[config.mk]
export PLATFORM = sky130hd
export DESIGN_NAME = vga_text_writer_flat
export DESIGN_NICKNAME = d
export VERILOG_FILES = /design/src/rtl/vga_text_writer_pkg.sv /design/src/rtl/vga_text_writer_if.sv /design/src/rtl/vga_text_writer.sv /design/src/flat_wrapper.sv
export SDC_FILE = /design/constraint.sdc
export NUM_CORES = 1
export LEC_CHECK = 0
export ABC_AREA = 1
export BUFFER_PORTS_ARGS = -buffer_cell sky130_fd_sc_hd__buf_2
export CAP_MARGIN = 40
export CORE_UTILIZATION = 35
export DETAILED_ROUTE_END_ITERATION = 12
export GPL_TIMING_DRIVEN = 0
export PLACE_DENSITY = 0.57
export RECOVER_POWER = 25
export SLEW_MARGIN = 20
export SYNTH_ARGS = -nofsm -noshare
export SYNTH_HDL_FRONTEND = slang
export SYNTH_SLANG_ARGS = --single-unit
[constraint.sdc]
create_clock -name clk -period 2.65 [get_ports clk]
set_input_delay 0.265 -clock clk [delete_from_list [all_inputs] [get_ports clk]]
set_output_delay 0.265 -clock clk [all_outputs]
set_load 0.01 [all_outputs]
[src/rtl/vga_text_writer_pkg.sv]
// Shared constants for the VGA text writer: ASCII control codes,
// printable-range bounds and the controller state encoding.
package vga_text_pkg;

    // ASCII codes the writer reacts to
    localparam logic [7:0] CH_SPACE    = 8'h20;
    localparam logic [7:0] CH_CR       = 8'h0D;
    localparam logic [7:0] CH_LF       = 8'h0A;
    localparam logic [7:0] CH_BS       = 8'h08;
    localparam logic [7:0] CH_FF       = 8'h0C;
    localparam logic [7:0] CH_PRINT_LO = 8'h20;
    localparam logic [7:0] CH_PRINT_HI = 8'h7E;

    // Controller states; IDLE is the only state that accepts host bytes
    localparam logic [1:0] ST_IDLE     = 2'd0;
    localparam logic [1:0] ST_CLR_LINE = 2'd1;
    localparam logic [1:0] ST_CLR_ALL  = 2'd2;

    // True for bytes that become a visible glyph in the character buffer
    function automatic logic is_printable(input logic [7:0] c);
        return (c >= CH_PRINT_LO) && (c <= CH_PRINT_HI);
    endfunction

endpackage

[src/rtl/vga_text_writer_if.sv]
// Host byte stream (valid/ready) plus the character-buffer write port and
// cursor/status outputs of the VGA text writer.
interface vga_text_writer_if #(
    parameter int COLS   = 160,
    parameter int ROWS   = 128,
    parameter int ADDR_W = $clog2(COLS * ROWS),
    parameter int COL_W  = $clog2(COLS),
    parameter int ROW_W  = $clog2(ROWS)
) ();

    logic [7:0]        in_char;
    logic              in_valid;
    logic              in_ready;
    logic              wr_en;
    logic [ADDR_W-1:0] wr_addr;
    logic [7:0]        wr_data;
    logic [COL_W-1:0]  cursor_col;
    logic [ROW_W-1:0]  cursor_row;
    logic              busy;

    // Host / observer side: drives bytes, watches the buffer port
    modport master (
        output in_char, in_valid,
        input  in_ready, wr_en, wr_addr, wr_data, cursor_col, cursor_row, busy
    );

    // Writer side: consumes bytes, drives the buffer port
    modport slave (
        input  in_char, in_valid,
        output in_ready, wr_en, wr_addr, wr_data, cursor_col, cursor_row, busy
    );

endinterface

[src/rtl/vga_text_writer.sv]
// VGA text writer: turns a stream of ASCII bytes into single-cycle writes to
// the character buffer, tracking a cursor, handling CR/LF/BS, wrapping lines
// with clear-ahead of the new line, and running full-screen clears on FF or
// after reset. Row start addresses are kept incrementally; no multiplier.
module vga_text_writer
    import vga_text_pkg::*;
#(
    parameter int COLS           = 160,
    parameter int ROWS           = 128,
    parameter int ADDR_W         = $clog2(COLS * ROWS),
    parameter int CLEAR_ON_RESET = 1
) (
    input  logic               clk,
    input  logic               reset,
    vga_text_writer_if.slave   bus
);

    localparam int COL_W = $clog2(COLS);
    localparam int ROW_W = $clog2(ROWS);

    localparam logic [ADDR_W-1:0] LAST_ADDR = ADDR_W'(COLS * ROWS - 1);
    localparam logic [ADDR_W-1:0] LINE_LAST = ADDR_W'(COLS - 1);
    localparam logic [ADDR_W-1:0] ROW_STEP  = ADDR_W'(COLS);
    localparam logic [COL_W-1:0]  COL_LAST  = COL_W'(COLS - 1);
    localparam logic [ROW_W-1:0]  ROW_LAST  = ROW_W'(ROWS - 1);

    // Where the controller lands when reset is applied
    localparam logic [1:0] ST_RESET = (CLEAR_ON_RESET != 0) ? ST_CLR_ALL : ST_IDLE;

    logic [1:0]        state_q,    state_d;
    logic [COL_W-1:0]  col_q,      col_d;
    logic [ROW_W-1:0]  row_q,      row_d;
    logic [ADDR_W-1:0] row_base_q, row_base_d;
    logic [ADDR_W-1:0] cnt_q,      cnt_d;
    logic              wr_en_q,    wr_en_d;
    logic [ADDR_W-1:0] wr_addr_q,  wr_addr_d;
    logic [7:0]        wr_data_q,  wr_data_d;

    logic              accept;
    logic [ADDR_W-1:0] cell_addr;
    logic [ROW_W-1:0]  row_adv;
    logic [ADDR_W-1:0] base_adv;

    // Handshake: only IDLE takes bytes, and never while reset is held
    assign bus.in_ready = (state_q == ST_IDLE) && !reset;
    assign accept       = bus.in_valid && bus.in_ready;

    // Address of the cell under the cursor
    assign cell_addr = row_base_q + ADDR_W'(col_q);

    // Next row and its start address, wrapping from the last row to the top
    always_comb begin
        if (row_q == ROW_LAST) begin
            row_adv  = '0;
            base_adv = '0;
        end else begin
            row_adv  = row_q + 1'b1;
            base_adv = row_base_q + ROW_STEP;
        end
    end

    // Next-state logic: byte decode in IDLE, address sweeps in the clear states
    always_comb begin
        // NOTE: every variable gets a default before the case so no path leaves it unassigned, which would infer a latch.
        state_d    = state_q;
        col_d      = col_q;
        row_d      = row_q;
        row_base_d = row_base_q;
        cnt_d      = cnt_q;
        wr_en_d    = 1'b0;
        wr_addr_d  = wr_addr_q;
        wr_data_d  = wr_data_q;

        case (state_q)
            ST_IDLE: begin
                if (accept) begin
                    if (is_printable(bus.in_char)) begin
                        wr_en_d   = 1'b1;
                        wr_addr_d = cell_addr;
                        wr_data_d = bus.in_char;
                        if (col_q != COL_LAST) begin
                            col_d = col_q + 1'b1;
                        end else begin
                            // Glyph in the last column wraps and clears the new line
                            col_d      = '0;
                            row_d      = row_adv;
                            row_base_d = base_adv;
                            state_d    = ST_CLR_LINE;
                        end
                    end else begin
                        case (bus.in_char)
                            CH_CR: col_d = '0;
                            CH_LF: begin
                                col_d      = '0;
                                row_d      = row_adv;
                                row_base_d = base_adv;
                                state_d    = ST_CLR_LINE;
                            end
                            CH_BS: begin
                                // Backspace erases the previous cell; no wrap to the row above
                                if (col_q != '0) begin
                                    col_d     = col_q - 1'b1;
                                    wr_en_d   = 1'b1;
                                    wr_addr_d = cell_addr - ADDR_W'(1);
                                    wr_data_d = CH_SPACE;
                                end
                            end
                            CH_FF:   state_d = ST_CLR_ALL;
                            default: ;
                        endcase
                    end
                end
            end

            ST_CLR_LINE: begin
                wr_en_d   = 1'b1;
                wr_addr_d = row_base_q + cnt_q;
                wr_data_d = CH_SPACE;
                if (cnt_q == LINE_LAST) begin
                    cnt_d   = '0;
                    state_d = ST_IDLE;
                end else begin
                    cnt_d = cnt_q + 1'b1;
                end
            end

            ST_CLR_ALL: begin
                wr_en_d   = 1'b1;
                wr_addr_d = cnt_q;
                wr_data_d = CH_SPACE;
                if (cnt_q == LAST_ADDR) begin
                    // Screen is blank: home the cursor
                    cnt_d      = '0;
                    col_d      = '0;
                    row_d      = '0;
                    row_base_d = '0;
                    state_d    = ST_IDLE;
                end else begin
                    cnt_d = cnt_q + 1'b1;
                end
            end

            default: state_d = ST_IDLE;
        endcase
    end

    // State, cursor and registered write-port outputs
    always_ff @(posedge clk or posedge reset) begin
        if (reset) begin
            state_q    <= ST_RESET;
            col_q      <= '0;
            row_q      <= '0;
            row_base_q <= '0;
            cnt_q      <= '0;
            wr_en_q    <= 1'b0;
            wr_addr_q  <= '0;
            wr_data_q  <= '0;
        end else begin
            // NOTE: non-blocking assignments so every register samples the pre-edge values together.
            state_q    <= state_d;
            col_q      <= col_d;
            row_q      <= row_d;
            row_base_q <= row_base_d;
            cnt_q      <= cnt_d;
            wr_en_q    <= wr_en_d;
            wr_addr_q  <= wr_addr_d;
            wr_data_q  <= wr_data_d;
        end
    end

    assign bus.wr_en      = wr_en_q;
    assign bus.wr_addr    = wr_addr_q;
    assign bus.wr_data    = wr_data_q;
    assign bus.cursor_col = col_q;
    assign bus.cursor_row = row_q;
    assign bus.busy       = (state_q != ST_IDLE);

endmodule
[src/flat_wrapper.sv]
// flat-port wrapper written by rule: the top's interface ports become plain ports
module vga_text_writer_flat import vga_text_pkg::*;
#(
    parameter int COLS           = 160,
    parameter int ROWS           = 128,
    parameter int ADDR_W         = $clog2(COLS * ROWS),
    parameter int CLEAR_ON_RESET = 1
)
  (clk, reset, bus_in_char, bus_in_valid, bus_in_ready, bus_wr_en, bus_wr_addr, bus_wr_data, bus_cursor_col, bus_cursor_row, bus_busy);
  vga_text_writer_if #(.COLS(COLS), .ROWS(ROWS), .ADDR_W(ADDR_W)) bus_i ();
  input  logic clk;
  input  logic reset;
  input wire logic [$bits(bus_i.in_char)-1:0] bus_in_char;
  input wire logic [$bits(bus_i.in_valid)-1:0] bus_in_valid;
  output wire logic [$bits(bus_i.in_ready)-1:0] bus_in_ready;
  output wire logic [$bits(bus_i.wr_en)-1:0] bus_wr_en;
  output wire logic [$bits(bus_i.wr_addr)-1:0] bus_wr_addr;
  output wire logic [$bits(bus_i.wr_data)-1:0] bus_wr_data;
  output wire logic [$bits(bus_i.cursor_col)-1:0] bus_cursor_col;
  output wire logic [$bits(bus_i.cursor_row)-1:0] bus_cursor_row;
  output wire logic [$bits(bus_i.busy)-1:0] bus_busy;
  assign bus_i.in_char = bus_in_char;
  assign bus_i.in_valid = bus_in_valid;
  assign bus_in_ready = bus_i.in_ready;
  assign bus_wr_en = bus_i.wr_en;
  assign bus_wr_addr = bus_i.wr_addr;
  assign bus_wr_data = bus_i.wr_data;
  assign bus_cursor_col = bus_i.cursor_col;
  assign bus_cursor_row = bus_i.cursor_row;
  assign bus_busy = bus_i.busy;
  vga_text_writer #(.COLS(COLS), .ROWS(ROWS), .ADDR_W(ADDR_W), .CLEAR_ON_RESET(CLEAR_ON_RESET)) u_core (.clk(clk), .reset(reset), .bus(bus_i));
endmodule
# [Yosys cells after proc, flatten, opt, wreduce, memory -nomap -nowiden]
# Index checks and enable logic that the tools add are counted.
[word_totals] reg_bits=71 in_bits=11 wordCells=102
[classes] addsub=8 n_lt_le_gt_ge=2 eq_ne=20 n_mux=46 n_reduce_logical=18
[op_table] operator="15-bit two-way mux" count=12
[op_table] operator="8-bit two-way mux" count=9
[op_table] operator="15-bit one-hot mux with 2 select lines" count=2
[op_table] operator="8-bit one-hot mux with 2 select lines" count=3
[op_table] operator="15-bit one-hot mux with 3 select lines" count=1
[op_table] operator="7-bit two-way mux" count=6
[op_table] operator="8-bit by 4-bit equality test with 1-bit output (second input constant)" count=4
[op_table] operator="15-bit by 1-bit adder with 15-bit output (second input constant)" count=1
[op_table] operator="15-bit adder" count=1
[op_table] operator="15-bit by 8-bit adder with 15-bit output" count=1
[op_table] operator="15-bit by 8-bit adder with 15-bit output (second input constant)" count=1
[op_table] operator="15-bit equality test (second input constant)" count=1
[op_table] operator="15-bit by 8-bit equality test with 1-bit output (second input constant)" count=1
[op_table] operator="5-bit AND reduction" count=3
[op_table] operator="15-bit by 1-bit subtractor with 15-bit output (second input constant)" count=1
[op_table] operator="7-bit one-hot mux with 2 select lines" count=1
[op_table] operator="3-bit != test (second input constant)" count=4
[op_table] operator="4-bit != test (second input constant)" count=3
[op_table] operator="2-bit two-way mux" count=5
[op_table] operator="8-bit by 1-bit adder with 8-bit output (second input constant)" count=1
[op_table] operator="8-bit by 6-bit >= comparator with 1-bit output (second input constant)" count=1
[op_table] operator="8-bit by 7-bit <= comparator with 1-bit output (second input constant)" count=1
[op_table] operator="8-bit != test (second input constant)" count=1
[op_table] operator="4-bit AND reduction" count=2
[op_table] operator="other kinds (17)" count=28

# [Depth between registers and ports, before layout]
# Gate-level depths: netlist (run 1).
[depth] word_depth=7 ltp_mapped=16 mapped_depth_nobuf=16

# [Least setup slack after synthesis (run 1)]
# Ideal clock, no wire load.
[synth_path] path_kind="register to register" start="register u_core.state_q[1]" end="register u_core.cnt_q[13]" setup_ps=63 arrival_time_ps=2041 path_slack_ps=546 stages_incl_launch_ff=11 path_buffers=1 period_less_slack_ps=2104 path_cell_list="dfstp_2 inv_1 ha_1 buf_2 nand2_1 nor4_1 nand2_1 nor4_1 a21oi_1 nand3b_1 inv_1"
[synth_via] elab_chain_cells=2
[synth_lines] item="from (decl)" line="vga_text_writer.sv:30" rtl="logic [1:0] state_q, state_d;"
[synth_lines] item="from (signal assigned)" line="vga_text_writer.sv:160" rtl="state_q <= state_d;"
[synth_lines] item="2-bit equality test or 2-bit by 1-bit equality test with 1-bit output (tied branches)" line="vga_text_writer.sv:74" rtl="case (state_q)"
[synth_lines] item="15-bit one-hot mux with 2 select lines or 2-bit nonzero test (tied branches)"
[synth_lines] item="to (signal assigned)" line="vga_text_writer.sv:164" rtl="cnt_q <= cnt_d;"
[synth_lines] item="to (decl)" line="vga_text_writer.sv:34" rtl="logic [ADDR_W-1:0] cnt_q, cnt_d;"
# Several ways; a longest one is shown, not always the timed one.
# A chain may end at the register's enable or synchronous reset.

# [Worst setup path in the final report (run 1)]
[layout_path] start="register u_core.col_q[0] (netlist: u_core.bus.cursor_col[0])" end="register u_core.wr_data_q[6] (netlist: u_core.bus.wr_data[6])"
[layout_via] elab_chain_cells=3
[layout_lines] item="from (decl)" line="vga_text_writer.sv:31" rtl="logic [COL_W-1:0] col_q, col_d;"
[layout_lines] item="from (signal assigned)" line="vga_text_writer.sv:161" rtl="col_q <= col_d;"
[layout_lines] item="8-bit nonzero test" line="vga_text_writer.sv:101" rtl="if (col_q != '0) begin"
[layout_lines] item="3-bit != test (no source line)"
[layout_lines] item="4-bit AND reduction (no source line)"
[layout_lines] item="to (signal assigned)" line="vga_text_writer.sv:167" rtl="wr_data_q <= wr_data_d;"
[layout_lines] item="to (decl)" line="vga_text_writer.sv:37" rtl="logic [7:0] wr_data_q, wr_data_d;"
# Every way passes these cells.

==> results of run 1 <==
[synth_stat cells (5+ instances only)]
library cell  instances
o22ai_1               6
inv_1                93
nand2_2               5
inv_2                 7
nand2_1             189
a31oi_1               6
nor2_1               66
nor2_2                6
o21ai_1               5
o21ai_0              49
buf_2                 5
nand3_1              48
a21oi_1              45
xor2_1               14
xnor2_1               6
dfrtp_1              65
ha_1                 23
nor3_1               13
nand4_1              10
[power breakdown]
part	internal, W	leakage [nW]	switching (W)	total [W]
sequential	0.00138	0.821	0.000395	0.00178
clock	0.000654	0.131	0.000483	0.00114
combinational	0.00112	1.94	0.00206	0.00319
[critical path: stages, from the launching register on]
cell and delay [ps]:
dfrtp_1 430, clkinv_1 180, ha_1 240, nand4_1 130, nor2_1 130, nand2_1 80
nand2_1 100, nand2_1 100, o21ai_2 190, clkbuf_1 510, o21ai_0 170
[final cells by class]
cell class	instances	share of cell area [%]
plain buffers	14	1.482
well taps	180	3.923
inverters	102	6.735
flip-flops and latches	66	28.79
clock inverters	5	0.5231
repair buffers	53	5.057
multi-input cells	531	49.26
clock buffers	11	4.228
[flip-flops by register name, indices dropped and copies added, names as in the netlist]
name	count
u_core.bus.cursor_row	7
u_core.bus.cursor_col	8
u_core.cnt_q	15
u_core.state_q	2
u_core.bus.wr_en	1
u_core.bus.wr_data	8
u_core.row_base_q	10
u_core.bus.wr_addr	15
[worst max path at each step]
stage | from | endpoint | slack (ps)
4_1_cts | u_core.state_q[1] | u_core.cnt_q[13] | 50
6_report | u_core.bus.cursor_col[0] | u_core.bus.wr_data[6] | 240
3_5_place_dp | u_core.state_q[1] | u_core.cnt_q[13] | 80
5_1_grt | u_core.bus.cursor_col[0] | u_core.bus.wr_data[6] | 20
2_1_floorplan | u_core.state_q[1] | u_core.cnt_q[13] | 550
3_3_place_gp | reset | u_core.row_base_q[12] | -370
[routing by layer]
layer,up-vias,track usage [%],routed length [um],part of all wire [%]
met5,-,0,0,0
met4,0,10.26,405,3.0
met3,24,3.491,460,3.4
met2,63,30.60,6004,44
met1,2111,27.45,6802,50
li1,2468,-,-,-
[kinds of logic (layout without fill, tap and decap cells)]
logic type	after synthesis	in the layout	share of synthesized area (%)
compound gates	128	128	14.47
flops	66	66	33.47
xor+xnor	20	20	3.547
fa+ha+maj	23	23	5.827
other cells	1	1	0.07593
buf+inv	116	185	9.526
simple gates	359	359	33.09
[per-stage QoR]
step	hold WS (ps)	setup TNS (ps)	util, %	cell area [um2]	power (W)
5_1_grt	239.3	0	41.52	5741	0.006654
2_1_floorplan	415.6	0	-	4938	0.004000
4_1_cts	207.2	0	41.45	5732	0.006127
6_report	219.5	0	41.52	5741	0.006100
3_5_place_dp	286.0	0	39.41	5449	0.004963
3_3_place_gp	465.9	-23530	39.19	5419	0.004953
[repair_timing]
action | 4_1_cts | 5_1_grt
buffers inserted | 0 | 0
setup endpoints to repair | 0 | 2
resized for setup | 0 | 2
hold buffers | 1 | 0
endpoints found under the hold margin | 24 | 0
==> impl_results.md, run 1 <==
* Result of the run: finished, final reports clean
* Highest-count cells in the layout ignoring fill and taps: 189 x nand2_1, 92 x inv_1, 66 x nor2_1
* Initial antenna violation count at 0
* Net count after synthesis at 747
* Worst-path maximum fanout at 10
* Die ar. at 0.01459 mm2
* Drt pass-1 iters at 4
* DP Wirelength at 10,360 um
* Fmax at 415.1 MHz
* Hold depth at 3
* Pin count of the biggest net entering global routing at 43
* Top Ports at 52
* Ys async rst share at 100.0%
* Initial core utilization at 35.72%
* Routed length per instance at 14.21 um
* Slew @ Worst Pin at 1255 ps
* Synthesis-stage register bit count at 66
* Syn-to-layout area delta at 16.24%
* DRC Markers at 0
* Type of element launching the critical path: flop
* Worst R2R Path Depth at 10
* Share of cells above drive strength 1 at 14.96%
* Fin. Hold Viols at 0
* Minimum clock period after layout at 2409 ps
* CTS sink cnt at 66
* Synth cell types at 52
* Slew Viols, Final at 0
* WS Path Type: reg2reg
* Die height at 120.8 um
* FF+latch area at 0.001653 mm2
* CTS tree: built
* Worst Path Required at 2850 ps
* Total gr overflow at 0
* Worst-Skew Late Latency at 350 ps
* Max-cap violations at 0
* First-pass GRT wire length at 22,440 um
* Vias per cell at 4.850
* Rel. slew slack at 15.84%
* Post-synth top flop: dfrtp_1
* Setup crit end kind: flop
* Yosys top cell area share at 32.94%
* Nets@finish at 811
* TritonCTS buffer count at 9
* Sequential-to-total area share from yosys stat at 33.47%
* Reg-to-reg startpoint: u_core.bus.cursor_col[0]
* Tcrit/Tclk final at 90.90%
* Commonest non-fill, non-tap cell in the layout: nand2_1
* Mapped Cells at 713
* Clock Tree Root: clkbuf_16
* Die extent in x at 120.8 um
* WHS Endpoint: u_core.bus.wr_data[2]
* Core Box Area at 0.01383 mm2
* GP Congestion at 0.8713
* Fin Clk Skew at 8.600 ps
* H-Tree Depth at 3
* Ant. Diodes at 0
* Clk pin slew, worst setup/hold paths at 60 ps
* DRT Wirelength at 13,670 um
* Clock buffer depth at 2
* GR Util All Layers at 20.16%
* Vias in the first global route at 4,468
* Post-place setup slack at 80.69 ps
* Min-delay worst type: in2reg
* Post-route insts no fill at 962
* Reg2reg end: u_core.bus.wr_data[6]
* Rows at 43
* FILL cells at 1,458
* Final Setup Violations at 0
* RSZ-0062 raised after global routing: false
* Syn avg cell area at 6.926 um2
* Post-Place Cells at 945
* Multi-input logic area at 0.002828 mm2
* Vias at 4,666
* Maximum vdd drop at 0.4097 mV
* LEAKAGE at 2.889 nW
* Synth top area cells: dfrtp_1 33%, nand2_1 14%, inv_1 7.1%
* Post-synth EDFFs at 0
* Post-synth top area cell: dfrtp_1
* Power density over the cells at 1063 mW/mm2
* Setup slack, reg-to-reg at 240 ps
* Port bufs at 51
* Netlist Area Pre-Place at 0.004938 mm2
* Worst hold start: bus_in_char[2]
* YS warnings at 0
* Final antenna-violating net count at 0
* Iteration-0 DRC count of the detailed router at 261
* Worst EP arrival at 2610 ps
* Setup ws final at 241.1 ps
Power figures use the tool's default switching activity.
==> run 2, diff against run 1 <==
==> constraint.sdc (replaced) <==
create_clock -name clk -period 3.1 [get_ports clk]
set_input_delay 0.31 -clock clk [delete_from_list [all_inputs] [get_ports clk]]
set_output_delay 0.31 -clock clk [all_outputs]
set_load 0.01 [all_outputs]
==> impl_results.md, run 2 (synthesis gave the netlist of run 1 again) <==
* GP Congestion at 0.8713 (unchanged)
* Tcrit/Tclk final at 82.63% (-8.3 points)
* Worst EP arrival at 2800 ps (+190 ps)
* DP Wirelength at 10,360 um (unchanged)
* Top Ports at 52 (unchanged)
* Die extent in x at 120.8 um (unchanged)
* CTS sink cnt at 66 (unchanged)
* Maximum vdd drop at 0.3495 mV (-15%)
* Core Box Area at 0.01383 mm2 (unchanged)
* Fmax at 390.4 MHz (-6.0%)
* Die height at 120.8 um (unchanged)
* Type of element launching the critical path: flop
* Vias per cell at 4.860 (+0.19%)
* Port bufs at 51 (unchanged)
* CTS tree: built
* Fin. Hold Viols at 0 (unchanged)
* Routed length per instance at 14.14 um (-0.48%)
* Post-place setup slack at 530.7 ps (+450.0 ps)
* Setup crit end kind: flop
* WS Path Type: reg2reg
* GR Util All Layers at 20.16% (unchanged)
* Result of the run: finished, final reports clean
* LEAKAGE at 2.880 nW (-0.30%)
* Syn-to-layout area delta at 15.53%
* Minimum clock period after layout at 2561 ps (+152.6 ps)
* Clk pin slew, worst setup/hold paths at 60 ps (about the same)
* Worst-path maximum fanout at 10 (unchanged)
* Worst-Skew Late Latency at 350 ps (about the same)
* Setup ws final at 538.5 ps (+297.4 ps)
* Max-cap violations at 0 (unchanged)
* Rows at 43 (unchanged)
* Nets@finish at 811 (unchanged)
* Share of cells above drive strength 1 at 14.71% (-0.26 points)
* Fin Clk Skew at 7.849 ps (-0.7519 ps)
* Clock Tree Root: clkbuf_16
* Vias at 4,675 (+0.19%)
* Final antenna-violating net count at 0 (unchanged)
* Vias in the first global route at 4,468 (unchanged)
* Power density over the cells at 911.3 mW/mm2 (-14%)
* H-Tree Depth at 3 (unchanged)
* Pin count of the biggest net entering global routing at 43 (unchanged)
* Final instance area at 0.005705 mm2 (-0.61%)
* First-pass GRT wire length at 22,440 um (unchanged)
* Total gr overflow at 0 (unchanged)
* DP Area at 0.005449 mm2 (unchanged)
* DRC Markers at 0 (unchanged)
* Ant. Diodes at 0 (unchanged)
* Worst Path Required at 3340 ps (+490 ps)
* Initial antenna violation count at 0 (unchanged)
* Final Setup Violations at 0 (unchanged)
* Min-delay worst type: in2reg
* Clock buffer depth at 2 (unchanged)
* Die ar. at 0.01459 mm2 (unchanged)
* CTS-repair resized insts at 0 (unchanged)
* DRT Wirelength at 13,610 um (-0.48%)
* Setup TNS Final at 0 ps (unchanged)
* Initial core utilization at 35.72% (unchanged)
* Slew @ Worst Pin at 1148 ps (-107.8 ps)
* Drt pass-1 iters at 5 (+1)
* TritonCTS buffer count at 9 (unchanged)
* Iteration-0 DRC count of the detailed router at 254 (-2.7%)
* RSZ-0062 raised after global routing: false
* Slew Viols, Final at 0 (unchanged)
* Rel. slew slack at 23.07% (+7.2 points)
* Highest-count cells in the layout ignoring fill and taps: 189 x nand2_1, 92 x inv_1, 66 x nor2_1
* Commonest non-fill, non-tap cell in the layout: nand2_1
## run 2: changes by cell type in the layout (fill, tap and decap cells not counted), sizes merged
cell | previous run | this run
buf | 61 | 60
clkbuf | 16 | 17
## run 2: per-stage QoR
step | cells | power, W | hold WS, ps | utilization [%]
floorplan | 713 | 0.003419 | 460.6 | -
global placement | 944 | 0.004234 | 465.9 | 39.19
detailed placement | 945 | 0.004243 | 331.0 | 39.41
CTS | 962 | 0.005238 | 252.2 | 41.45
global route | 962 | 0.005678 | 284.3 | 41.26
finish | 962 | 0.005199 | 265.4 | 41.26
## run 2: worst paths after layout
kind	from	depth (start not counted)	slack, ps	to
max in group asynchronous	reset	4	770	u_core.row_base_q[10]
min in group asynchronous	reset	3	760	u_core.bus.wr_data[4]
worst max-delay path	u_core.state_q[1]	10	540	u_core.cnt_q[13]
worst min register to register	u_core.bus.wr_addr[5]	2	470	u_core.bus.wr_addr[5]
worst min-delay path	bus_in_char[2]	3	270	u_core.bus.wr_data[2]
worst max register to register	u_core.state_q[1]	10	540	u_core.cnt_q[13]
## run 2: worst max-delay path, cell delays in order (launching register included)
cell and delay (ps):
dfstp_2 550, inv_1 60, ha_1 260, buf_2 240
nand2_1 120, nor4_1 310, nand2_1 190, nor4_1 440
nand3_1 140, nand3b_1 120, inv_1 40
## run 2: per-layer routing
metal  vias to the layer above  global-route usage (%)  share of wire [%]
li1                       2468                       -                  -
met1                      2108                   27.45                 50
met2                        75                   30.60                 44
met3                        24                   3.491                3.6
met4                         0                   10.26                3.0
met5                         -                       0                  0
## run 2: area by class of cell
type                    instances  area [um2]
fillers                      1460        8122
multi-input cells             531        2815
flip-flops and latches         66        1653
inverters                     102       386.6
repair buffers                 53       267.8
clock buffers                  11       242.7
well taps                     180       225.2
plain buffers                  14       85.08
clock inverters                 5       30.03
## run 2: repair_timing
| action | in CTS | in global routing |
|---|---|---|
| hold buffers | 1 | 0 |
| endpoints found under the hold margin | 24 | 0 |
| buffers inserted | 0 | 0 |
## run 2: report_power, final
| group | internal [W] | switching, W |
|---|---|---|
| clock network | 0.000559 | 0.000410 |
| registers | 0.00118 | 0.000338 |
| logic | 0.000956 | 0.00175 |
| total | 0.00270 | 0.00250 |
==> run 3, diff against run 2 <==
--- a/config.mk
+++ b/config.mk
@@ -11,7 +11,7 @@
 export CORE_UTILIZATION = 35
 export DETAILED_ROUTE_END_ITERATION = 12
 export GPL_TIMING_DRIVEN = 0
-export PLACE_DENSITY = 0.57
+export PLACE_DENSITY = 0.59
 export RECOVER_POWER = 25
 export SLEW_MARGIN = 20
 export SYNTH_ARGS = -nofsm -noshare
==> constraint.sdc (replaced) <==
create_clock -name clk -period 2.25 [get_ports clk]
set_input_delay 0.225 -clock clk [delete_from_list [all_inputs] [get_ports clk]]
set_output_delay 0.225 -clock clk [all_outputs]
set_load 0.01 [all_outputs]
==> impl_results.md, run 3 (synthesis gave the netlist of run 1 again) <==
* Worst-path maximum fanout at 10 (unchanged)
* Rel. slew slack at 7.924% (-15 points)
* Clk pin slew, worst setup/hold paths at 60 ps (about the same)
* Drt pass-1 iters at 5 (unchanged)
* Syn-to-layout area delta at 21.94%
* CTS tree: built
* Fin Clk Skew at 5.868 ps (-1.981 ps)
* DP Wirelength at 10,160 um (-1.9%)
* Rows at 43 (unchanged)
* Top Ports at 52 (unchanged)
* DRC Markers at 0 (unchanged)
* Vias per cell at 4.953 (+1.9%)
* Vias at 4,799 (+2.7%)
* Tcrit/Tclk final at 96.33% (+14 points)
* Result of the run: finished, final reports clean
* Worst-Skew Late Latency at 350 ps (about the same)
* Worst hold slack at 176.8 ps (-88.61 ps)
* Vias in the first global route at 4,591 (+2.8%)
* Minimum clock period after layout at 2168 ps (-394.0 ps)
* GR Util All Layers at 20.06% (-0.098 points)
* RSZ-0062 raised after global routing: true
* Critical path cell sequence: inv_1, ha_4, buf_4, inv_1, nor2_1, nand2_1, nor2_2, nand2_1, nor3_2, a21oi_1, o21a_1
* DRT Wirelength at 13,600 um (about the same)
* First-pass GRT wire length at 22,630 um (+0.83%)
* WS Path Type: reg2reg
* Commonest non-fill, non-tap cell in the layout: nand2_1
* Worst Path Required at 2490 ps (-850 ps)
* Final core occ at 43.55% (+2.3 points)
* Setup crit end kind: flop
* Die height at 120.8 um (unchanged)
* Worst EP arrival at 2400 ps (-400 ps)
* Setup slack, reg-to-reg at 80 ps (-460 ps)
* Power density over the cells at 1280 mW/mm2 (+40%)
* Port bufs at 51 (unchanged)
* Nets@finish at 818 (+0.86%)
* Slew @ Worst Pin at 1380 ps (+232.0 ps)
* TritonCTS buffer count at 9 (unchanged)
* Iteration-0 DRC count of the detailed router at 183 (-28%)
* Crit path buf inv count at 3 (unchanged)
* FILL cells at 1,444 (-1.1%)
* Maximum vdd drop at 0.6606 mV (+89%)
* Slowest cell on crit path: dfstp_2
* Highest-count cells in the layout ignoring fill and taps: 184 x nand2_1, 93 x inv_1, 59 x nor2_1, 59 x dfrtp_1
* Clock buffer depth at 2 (unchanged)
* Die extent in x at 120.8 um (unchanged)
* H-Tree Depth at 3 (unchanged)
* Slew Viols, Final at 0 (unchanged)
* Fin. Hold Viols at 0 (unchanged)
* Worst stage delay on the critical path at 560 ps (about the same)
* Clock Tree Root: clkbuf_16
* Final Setup Violations at 0 (unchanged)
* Pin count of the biggest net entering global routing at 35 (-19%)
* Critical path's top delay family: simple AND/OR/NAND/NOR gates
* Fmax at 461.4 MHz (+18%)
* GP Congestion at 0.8480 (-2.7%)
* Initial antenna violation count at 0 (unchanged)
* Share of cells above drive strength 1 at 19.26% (+4.6 points)
* Routed length per instance at 14.04 um (-0.74%)
* Type of element launching the critical path: flop
* Ant. Diodes at 0 (unchanged)
* Max-cap violations at 0 (unchanged)
* CTS sink cnt at 66 (unchanged)
* Core Box Area at 0.01383 mm2 (unchanged)
* Final antenna-violating net count at 0 (unchanged)
* Die ar. at 0.01459 mm2 (unchanged)
* Initial core utilization at 35.72% (unchanged)
* Min-delay worst type: in2reg
* LEAKAGE at 2.963 nW (+2.9%)
* Total gr overflow at 0 (unchanged)
## run 3: changes by cell type in the layout (fill, tap and decap cells not counted), moves of 3 or more
cell	change
buf_2	-9
dfrtp_2	+6
clkbuf_1	+3
nand2_2	+5
ha_4	+4
nand2_1	-5
nor2_2	+6
nor2_1	-7
dfrtp_1	-6
ha_1	-6
buf_4	+8
## run 3: final timing paths
path                                        from                    end  cells after the start
min reg2reg                u_core.bus.wr_addr[9]  u_core.bus.wr_addr[9]                      2
min in group asynchronous                  reset      u_core.state_q[0]                      3
max in group asynchronous                  reset   u_core.row_base_q[5]                      3
max                            u_core.state_q[1]       u_core.cnt_q[14]                     11
min                               bus_in_char[6]  u_core.bus.wr_data[6]                      3
max reg2reg                    u_core.state_q[1]       u_core.cnt_q[14]                     11
## run 3: area by class of cell
cell class | count | area, um2 | share of cell area (%)
well taps | 180 | 225.2 | 3.740
flip-flops and latches | 66 | 1660 | 27.57
inverters | 102 | 389.1 | 6.462
plain buffers | 14 | 107.6 | 1.787
clock inverters | 6 | 88.84 | 1.475
repair buffers | 60 | 327.8 | 5.444
multi-input cells | 531 | 2984 | 49.55
clock buffers | 10 | 239.0 | 3.968
## run 3: power breakdown
group | switching [W] | internal [W] | total (W)
clock network | 0.000563 | 0.00100 | 0.00156
logic | 0.00257 | 0.00147 | 0.00404
registers | 0.000466 | 0.00164 | 0.00210
## run 3: tightest hold or removal path: stages
cell	delay, ps
buf_2	120
nand2_1	60
o21ai_0	70
## run 3: per-layer routing
| layer | part of all wire (%) | track usage, % | vias up |
|---|---|---|---|
| li1 | - | - | 2462 |
| met1 | 49 | 27.52 | 2221 |
| met2 | 45 | 31.68 | 102 |
| met3 | 4.3 | 3.821 | 14 |
| met4 | 1.2 | 6.404 | 0 |
| met5 | 0 | 0 | - |
## run 3: timing repair
item	4_1_cts	5_1_grt
setup endpoints to repair	28	46
buffers inserted	0	7
resized for setup	12	42
pin swaps	0	6
hold buffers	1	0
endpoints found under the hold margin	31	0
## run 3: per-stage QoR
step	setup TNS, ps	setup slack (ps)	area (um2)	total power [W]	cells
finish	0	82.50	6022	0.007708	969
CTS	0	5.636	5843	0.007565	962
floorplan	0	145.7	4938	0.004711	713
global route	-118.1	-61.26	6022	0.008387	969
global placement	-42710	-651.3	5419	0.005834	944
detailed placement	-977.1	-298.7	5441	0.005850	945
